`config.mk`:
```
export PLATFORM = sky130hd
export DESIGN_NAME = deck_shuffle_ctrl
export DESIGN_NICKNAME = d
export VERILOG_FILES = /design/src/rtl/deck_shuffle_ctrl.sv
export SDC_FILE = /design/constraint.sdc
export NUM_CORES = 1
export LEC_CHECK = 0
export BUFFER_PORTS_ARGS = -buffer_cell sky130_fd_sc_hd__buf_2
export CORE_MARGIN = 5
export CORE_UTILIZATION = 58
export CTS_CLUSTER_DIAMETER = 80
export DETAILED_ROUTE_END_ITERATION = 10
export HOLD_SLACK_MARGIN = 0.12
export MAX_ROUTING_LAYER = met4
export PLACE_DENSITY = 0.74
export SLEW_MARGIN = 20
export SYNTH_ARGS = -nofsm -noshare
export SYNTH_HDL_FRONTEND = slang
export SYNTH_SLANG_ARGS = --single-unit
```
`constraint.sdc`:
```
create_clock -name i_clk -period 4.48 [get_ports i_clk]
set_clock_uncertainty 0.1 [all_clocks]
set_input_delay 0.224 -clock i_clk [delete_from_list [all_inputs] [get_ports i_clk]]
set_output_delay 0.224 -clock i_clk [all_outputs]
set_load 0.03 [all_outputs]
```
`src/rtl/deck_shuffle_ctrl.sv`:
```
// rtl/deck_shuffle_ctrl.sv - deck store, LFSR swap shuffler and one-card-per-request dealer
module deck_shuffle_ctrl #(
    parameter int DECK_SIZE = 52,
    parameter int IDX_W     = 6,
    parameter int SWAPS     = 52
) (
    input  logic             i_clk,
    input  logic             i_rst_n,
    input  logic             i_shuffle_req,
    input  logic [IDX_W-1:0] i_seed,
    input  logic             i_deal_req,
    output logic             o_busy,
    output logic             o_card_valid,
    output logic [IDX_W-1:0] o_card,
    output logic [3:0]       o_card_value,
    output logic [IDX_W-1:0] o_cards_left,
    output logic             o_deck_empty
);

    localparam int               SW_W         = (SWAPS > 1) ? $clog2(SWAPS) : 1;
    localparam logic [IDX_W-1:0] LP_DECK      = IDX_W'(DECK_SIZE);
    localparam logic [IDX_W-1:0] LP_LAST      = IDX_W'(DECK_SIZE - 1);
    localparam logic [SW_W-1:0]  LP_SWAP_LAST = SW_W'(SWAPS - 1);

    typedef enum logic [1:0] {
        S_IDLE,
        S_INIT,
        S_SHUFFLE,
        S_READY
    } state_t;

    state_t           r_state;
    state_t           w_state_nxt;
    logic             w_start;
    logic             w_init_done;
    logic             w_swap_done;
    logic             w_deal;

    logic [IDX_W-1:0] r_lfsr;
    logic [IDX_W-1:0] r_idx;
    logic [SW_W-1:0]  r_swap_cnt;
    logic [IDX_W-1:0] r_ptr;
    logic             r_busy;
    logic             r_card_valid;
    logic [IDX_W-1:0] r_card;
    logic [3:0]       r_card_value;
    logic [IDX_W-1:0] r_cards_left;
    logic             r_deck_empty;
    logic [IDX_W-1:0] r_deck [DECK_SIZE];

    logic [IDX_W-1:0] w_lfsr_a;
    logic [IDX_W-1:0] w_lfsr_b;
    logic [IDX_W-1:0] w_a;
    logic [IDX_W-1:0] w_b;
    logic [IDX_W-1:0] w_deck_a;
    logic [IDX_W-1:0] w_deck_b;

    // x^6+x^5+1 Fibonacci step: shift left, feed back b5^b4
    function automatic logic [IDX_W-1:0] lfsr_step(input logic [IDX_W-1:0] v);
        return {v[IDX_W-2:0], v[IDX_W-1] ^ v[IDX_W-2]};
    endfunction

    // Fold LFSR values beyond the deck back into range
    function automatic logic [IDX_W-1:0] idx_map(input logic [IDX_W-1:0] r);
        return (r >= LP_DECK) ? (r - LP_DECK) : r;
    endfunction

    // Blackjack value: rank = card mod 13, ace=1, face cards capped at 10
    function automatic logic [3:0] card_val(input logic [IDX_W-1:0] c);
        logic [IDX_W-1:0] m;
        m = c % IDX_W'(13);
        return (m >= IDX_W'(9)) ? 4'd10 : (m[3:0] + 4'd1);
    endfunction

    assign w_lfsr_a = lfsr_step(r_lfsr);
    assign w_lfsr_b = lfsr_step(w_lfsr_a);
    assign w_a      = idx_map(w_lfsr_a);
    assign w_b      = idx_map(w_lfsr_b);
    assign w_deck_a = r_deck[w_a];
    assign w_deck_b = r_deck[w_b];

    // Next state and per-cycle control strobes; shuffle beats deal in READY
    always_comb begin
        w_state_nxt = r_state;
        w_start     = 1'b0;
        w_init_done = 1'b0;
        w_swap_done = 1'b0;
        w_deal      = 1'b0;
        case (r_state)
            S_IDLE: begin
                if (i_shuffle_req) begin
                    w_start     = 1'b1;
                    w_state_nxt = S_INIT;
                end
            end
            S_INIT: begin
                if (r_idx == LP_LAST) begin
                    w_init_done = 1'b1;
                    w_state_nxt = S_SHUFFLE;
                end
            end
            S_SHUFFLE: begin
                if (r_swap_cnt == LP_SWAP_LAST) begin
                    w_swap_done = 1'b1;
                    w_state_nxt = S_READY;
                end
            end
            S_READY: begin
                if (i_shuffle_req) begin
                    w_start     = 1'b1;
                    w_state_nxt = S_INIT;
                end else if (i_deal_req && (r_ptr < LP_DECK)) begin
                    w_deal = 1'b1;
                end
            end
            default: w_state_nxt = S_IDLE;
        endcase
    end

    // State register
    always_ff @(posedge i_clk or negedge i_rst_n) begin
        if (!i_rst_n) begin
            r_state <= S_IDLE;
        end else begin
            r_state <= w_state_nxt;
        end
    end

    // Sequencing counters, LFSR and dealer outputs
    always_ff @(posedge i_clk or negedge i_rst_n) begin
        if (!i_rst_n) begin
            r_lfsr       <= IDX_W'(1);
            r_idx        <= '0;
            r_swap_cnt   <= '0;
            r_ptr        <= '0;
            r_busy       <= 1'b0;
            r_card_valid <= 1'b0;
            r_card       <= '0;
            r_card_value <= '0;
            r_cards_left <= '0;
            r_deck_empty <= 1'b1;
        end else begin
            r_card_valid <= w_deal;
            if (w_start) begin
                r_lfsr       <= (i_seed == '0) ? IDX_W'(1) : i_seed;
                r_idx        <= '0;
                r_ptr        <= '0;
                r_busy       <= 1'b1;
                r_deck_empty <= 1'b1;
                r_cards_left <= '0;
            end else if (r_state == S_INIT) begin
                r_idx      <= w_init_done ? '0 : (r_idx + IDX_W'(1));
                r_swap_cnt <= '0;
            end else if (r_state == S_SHUFFLE) begin
                r_lfsr     <= w_lfsr_b;
                r_swap_cnt <= r_swap_cnt + SW_W'(1);
                if (w_swap_done) begin
                    r_ptr        <= '0;
                    r_cards_left <= LP_DECK;
                    r_deck_empty <= 1'b0;
                    r_busy       <= 1'b0;
                end
            end else if (w_deal) begin
                r_card       <= r_deck[r_ptr];
                r_card_value <= card_val(r_deck[r_ptr]);
                r_ptr        <= r_ptr + IDX_W'(1);
                r_cards_left <= r_cards_left - IDX_W'(1);
                if (r_ptr == LP_LAST) begin
                    r_deck_empty <= 1'b1;
                end
            end
        end
    end

    // Deck store: identity fill in INIT, one two-entry swap per SHUFFLE cycle
    always_ff @(posedge i_clk) begin
        if (r_state == S_INIT) begin
            r_deck[r_idx] <= r_idx;
        end else if (r_state == S_SHUFFLE) begin
            r_deck[w_a] <= w_deck_b;
            r_deck[w_b] <= w_deck_a;
        end
    end

    assign o_busy       = r_busy;
    assign o_card_valid = r_card_valid;
    assign o_card       = r_card;
    assign o_card_value = r_card_value;
    assign o_cards_left = r_cards_left;
    assign o_deck_empty = r_deck_empty;

endmodule

```
==> flow_summary.ini <==
[grt]
grt_usage = 0.4327
grt_overflow_total = 0
grt_max_degree = 97
grt_pass1_wl_um = 137700
antenna_found_initial = 5
first_global_vias = 20130

[route]
met3WireLength_um = 13400
top_layer_used = met4
viasPerCell = 7.425
vias = 21240
wl_met1_um = 34100
drc = 0
wire_per_inst_um = 33.46
antenna_left = 0
dr.pass1.iters = 7
drt_iter0_drc = 4157
wl_met2_um = 41810
routed_wirelength_um = 95730

[synthesis]
ys_seq_elements = 357
synthMuxAreaShare = 0.1886
synth-main-ff-cell = edfxtp_1
synth_edf_count = 312
synth_area_mm2 = 0.02373
synth_seq_area_share = 0.4424
yosysWarnings = 0
async_flop_share = 0.1261
ys_types = 100
synth_xor_area_frac = 0.004060
synthSimpleGateAreaFrac = 0.1137
synth_compound_area_frac = 0.1892
syn_inst = 2211
synthAdderAreaFrac = 0.01091
synth_nets = 2240
syn_avg_cell_area_um2 = 10.73
synth_top_family_by_area = compound AO/OA/AOI/OAI gates

[place]
place_ws_ps = -34.35
port_buffers = 28
placedInstanceArea_mm2 = 0.02566
place_congestion = 1.071
dp_hpwl_um = 68050

[final_layout]
nNetsFinal = 2322
nFillCells = 3062
drive_gt1_frac = 0.2422
post-route-cell-area_mm2 = 0.02739
fin_util = 0.6739
synthToLayoutAreaGrowth_pct = 15.42

[power]
vdd_drop_max_v = 0.001102
cellPowerDensity_mw_per_mm2 = 918.0
leakagePower_uw = 0.009335
power.total_uw = 25140

[floorplan]
dieArea_mm2 = 0.04506
start_util = 0.5838
pin_count = 29
dieHeight_um = 212.3
fp-row-count = 74
core_area_mm2 = 0.04065
dieWidth_um = 212.3

[timing]
fin_crit_ps = 4473
setup_slack_ps = 7.109
setup-violations-final = 0
slew_viol_final = 0
max_slew_margin = 0.2218
fmax_mhz = 223.6
tightest_slew_ps = 1163
period_share = 0.9984
hold_viol = 0

[critical_path]
crit_fanout = 19
crit_path_start_kind = register
crit_type = register to register
endpoint_kind = register
worstPathRequired_ps = 4670
timing.rr.start = r_lfsr[4]
critPathArrivalTime_ps = 4660
crit_path_start = r_lfsr[4]
rrSetupSlack_ps = 7
worstRegToRegCells = 16
r2r_end = r_deck[31][0]

[run]
cap_violations = 0

[cts]
cts.sinks = 357
cts_tree = built
insertion_delay_ps = 600
cts_buffers = 41
h-tree-depth = 2
cts-root-buf = clkbuf_16
cts_max_path_buffers = 3
clk_pin_slew_worst_paths_ps = 60

[run_status]
status = completed

[worst_hold_path]
worstHoldPathType = input port to async pin
[critical path, stage by stage (launching register included)]
cell	delay, ps
dfrtp_1	430
ha_1	310
or3b_1	450
a211oi_4	270
buf_4	170
xnor2_1	90
buf_12	200
and2_1	180
buf_12	170
buf_4	180
a22oi_1	190
nand4_1	270
a22oi_1	440
nand4_1	210
o21ai_4	190
buf_12	200
o21ai_0	120
[where the power goes]
part	internal (µW)	switching (µW)
Clock	2020	1490
Combinational	6350	10400
Sequential	4490	354
[layer usage]
layer | vias up | global-route usage
met1 | 10250 | 0.5610
li1 | 8746 | -
met5 | - | -
met2 | 1845 | 0.6362
met4 | 0 | 0.2088
met3 | 404 | 0.1207
[synthesized netlist by cell type, types with 5 or more instances]
library cell  instances  area (µm²)
nand2b_1              6       37.54
nor3_1                9       45.04
edfxtp_1            312        9369
nand2_1             390        1464
ha_1                 19       237.7
o21ai_0             337        1687
dfrtp_1              43        1076
nand4_1              17       106.4
mux4_2              160        3603
and2_1               10       62.56
a21oi_1              34       170.2
a221oi_1             13       113.9
buf_6                 6       67.56
a2111oi_0            11       96.34
buf_2                32       160.2
buf_1                12       45.04
nor2_1              101       379.1
mux2_2               10       112.6
o31ai_1               5       37.54
o22ai_1              60       375.4
o21bai_1              8       60.06
a22o_1               14       122.6
clkbuf_1            161       604.3
a41oi_1               5       43.79
xnor2_1               8       70.07
nand3_1              25       125.1
inv_1                26       97.59
buf_4                 7       52.55
and3_1               33       206.5
mux4_1               15       394.1
nor2b_1              11       68.82
o21ai_1              15       75.07
clkbuf_8              6       82.58
a22oi_1             125       938.4
o211ai_1              5       37.54
clkbuf_2              8       40.04
a31oi_1              16       100.1
mux2i_1              35       350.3
[stage by stage]
stage          hold slack, ps  TNS, ps  instances
6_report                110.9        0       2861
5_1_grt                 165.5   -623.1       2861
4_1_cts                 312.1        0       2847
3_5_place_dp            358.1   -45.47       2763
3_3_place_gp            349.2        0       2763
2_1_floorplan          -171.6        0       2211
[cells in the final DEF, fill, tap and decap left out, types with 25 or more instances in the layout]
| cell | Yosys | layout |
|---|---|---|
| mux2i_1 | 35 | 35 |
| o21ai_0 | 337 | 335 |
| buf_12 | 2 | 34 |
| buf_2 | 32 | 27 |
| mux4_2 | 160 | 160 |
| dfrtp_1 | 43 | 40 |
| o22ai_1 | 60 | 59 |
| a21oi_1 | 34 | 33 |
| edfxtp_1 | 312 | 312 |
| and3_1 | 33 | 33 |
| clkbuf_16 | 0 | 45 |
| nand2_1 | 390 | 390 |
| a22oi_1 | 125 | 125 |
| buf_4 | 7 | 193 |
| nand3_1 | 25 | 25 |
| nor2_1 | 101 | 94 |
| inv_1 | 26 | 26 |
[worst max-delay path by stage]
stage | to | slack, ps | depth (start not counted)
2_1_floorplan | o_card_value[0] | 250 | 19
3_3_place_gp | r_deck[32][0] | 40 | 13
3_5_place_dp | o_card_value[3] | -30 | 17
4_1_cts | r_deck[27][4] | 20 | 14
5_1_grt | r_deck[24][4] | -40 | 16
6_report | r_deck[31][0] | 7 | 16
[cells by family (layout without fill, tap and decap cells)]
kind of cell             count (synthesis)  count (layout)
AO/OA/AOI/OAI                          709             709
AND/OR/NAND/NOR                        629             629
flip-flops                             357             357
buffers and inverters                  263             377
multiplexers                           221             221
adder cells (fa/ha/maj)                 21              21
XOR/XNOR                                11              11
other                                    0               4
[sequential cells by signal, indices dropped and copies added, names as in the netlist]
register,cells
o_deck_empty,1
o_card,6
r_swap_cnt,6
r_state,2
r_deck,312
o_busy,1
r_ptr,6
o_cards_left,6
r_lfsr,6
r_idx,6
o_card_valid,1
o_card_value,4
[repair_timing]
item                                   CTS  global route
buffers inserted                         0             7
resized for setup                        1            25
setup endpoints to repair                4           317
pin swaps                                0             6
cloned                                   0             3
hold buffers                             9             0
endpoints found under the hold margin   53             0
[cell type report]
type | instances | area, µm² | area share
multi-input combinational | 1591 | 12200 | 0.4453
sequential | 357 | 10510 | 0.3836
timing repair buffer | 274 | 2536 | 0.09260
clock buffer | 46 | 1066 | 0.03892
tap | 532 | 665.6 | 0.02430
clock inverter | 29 | 301.5 | 0.01101
inverter | 28 | 107.6 | 0.003929
antenna | 4 | 10.01 | 0.0003654
(Power assumes the default switching activity.)
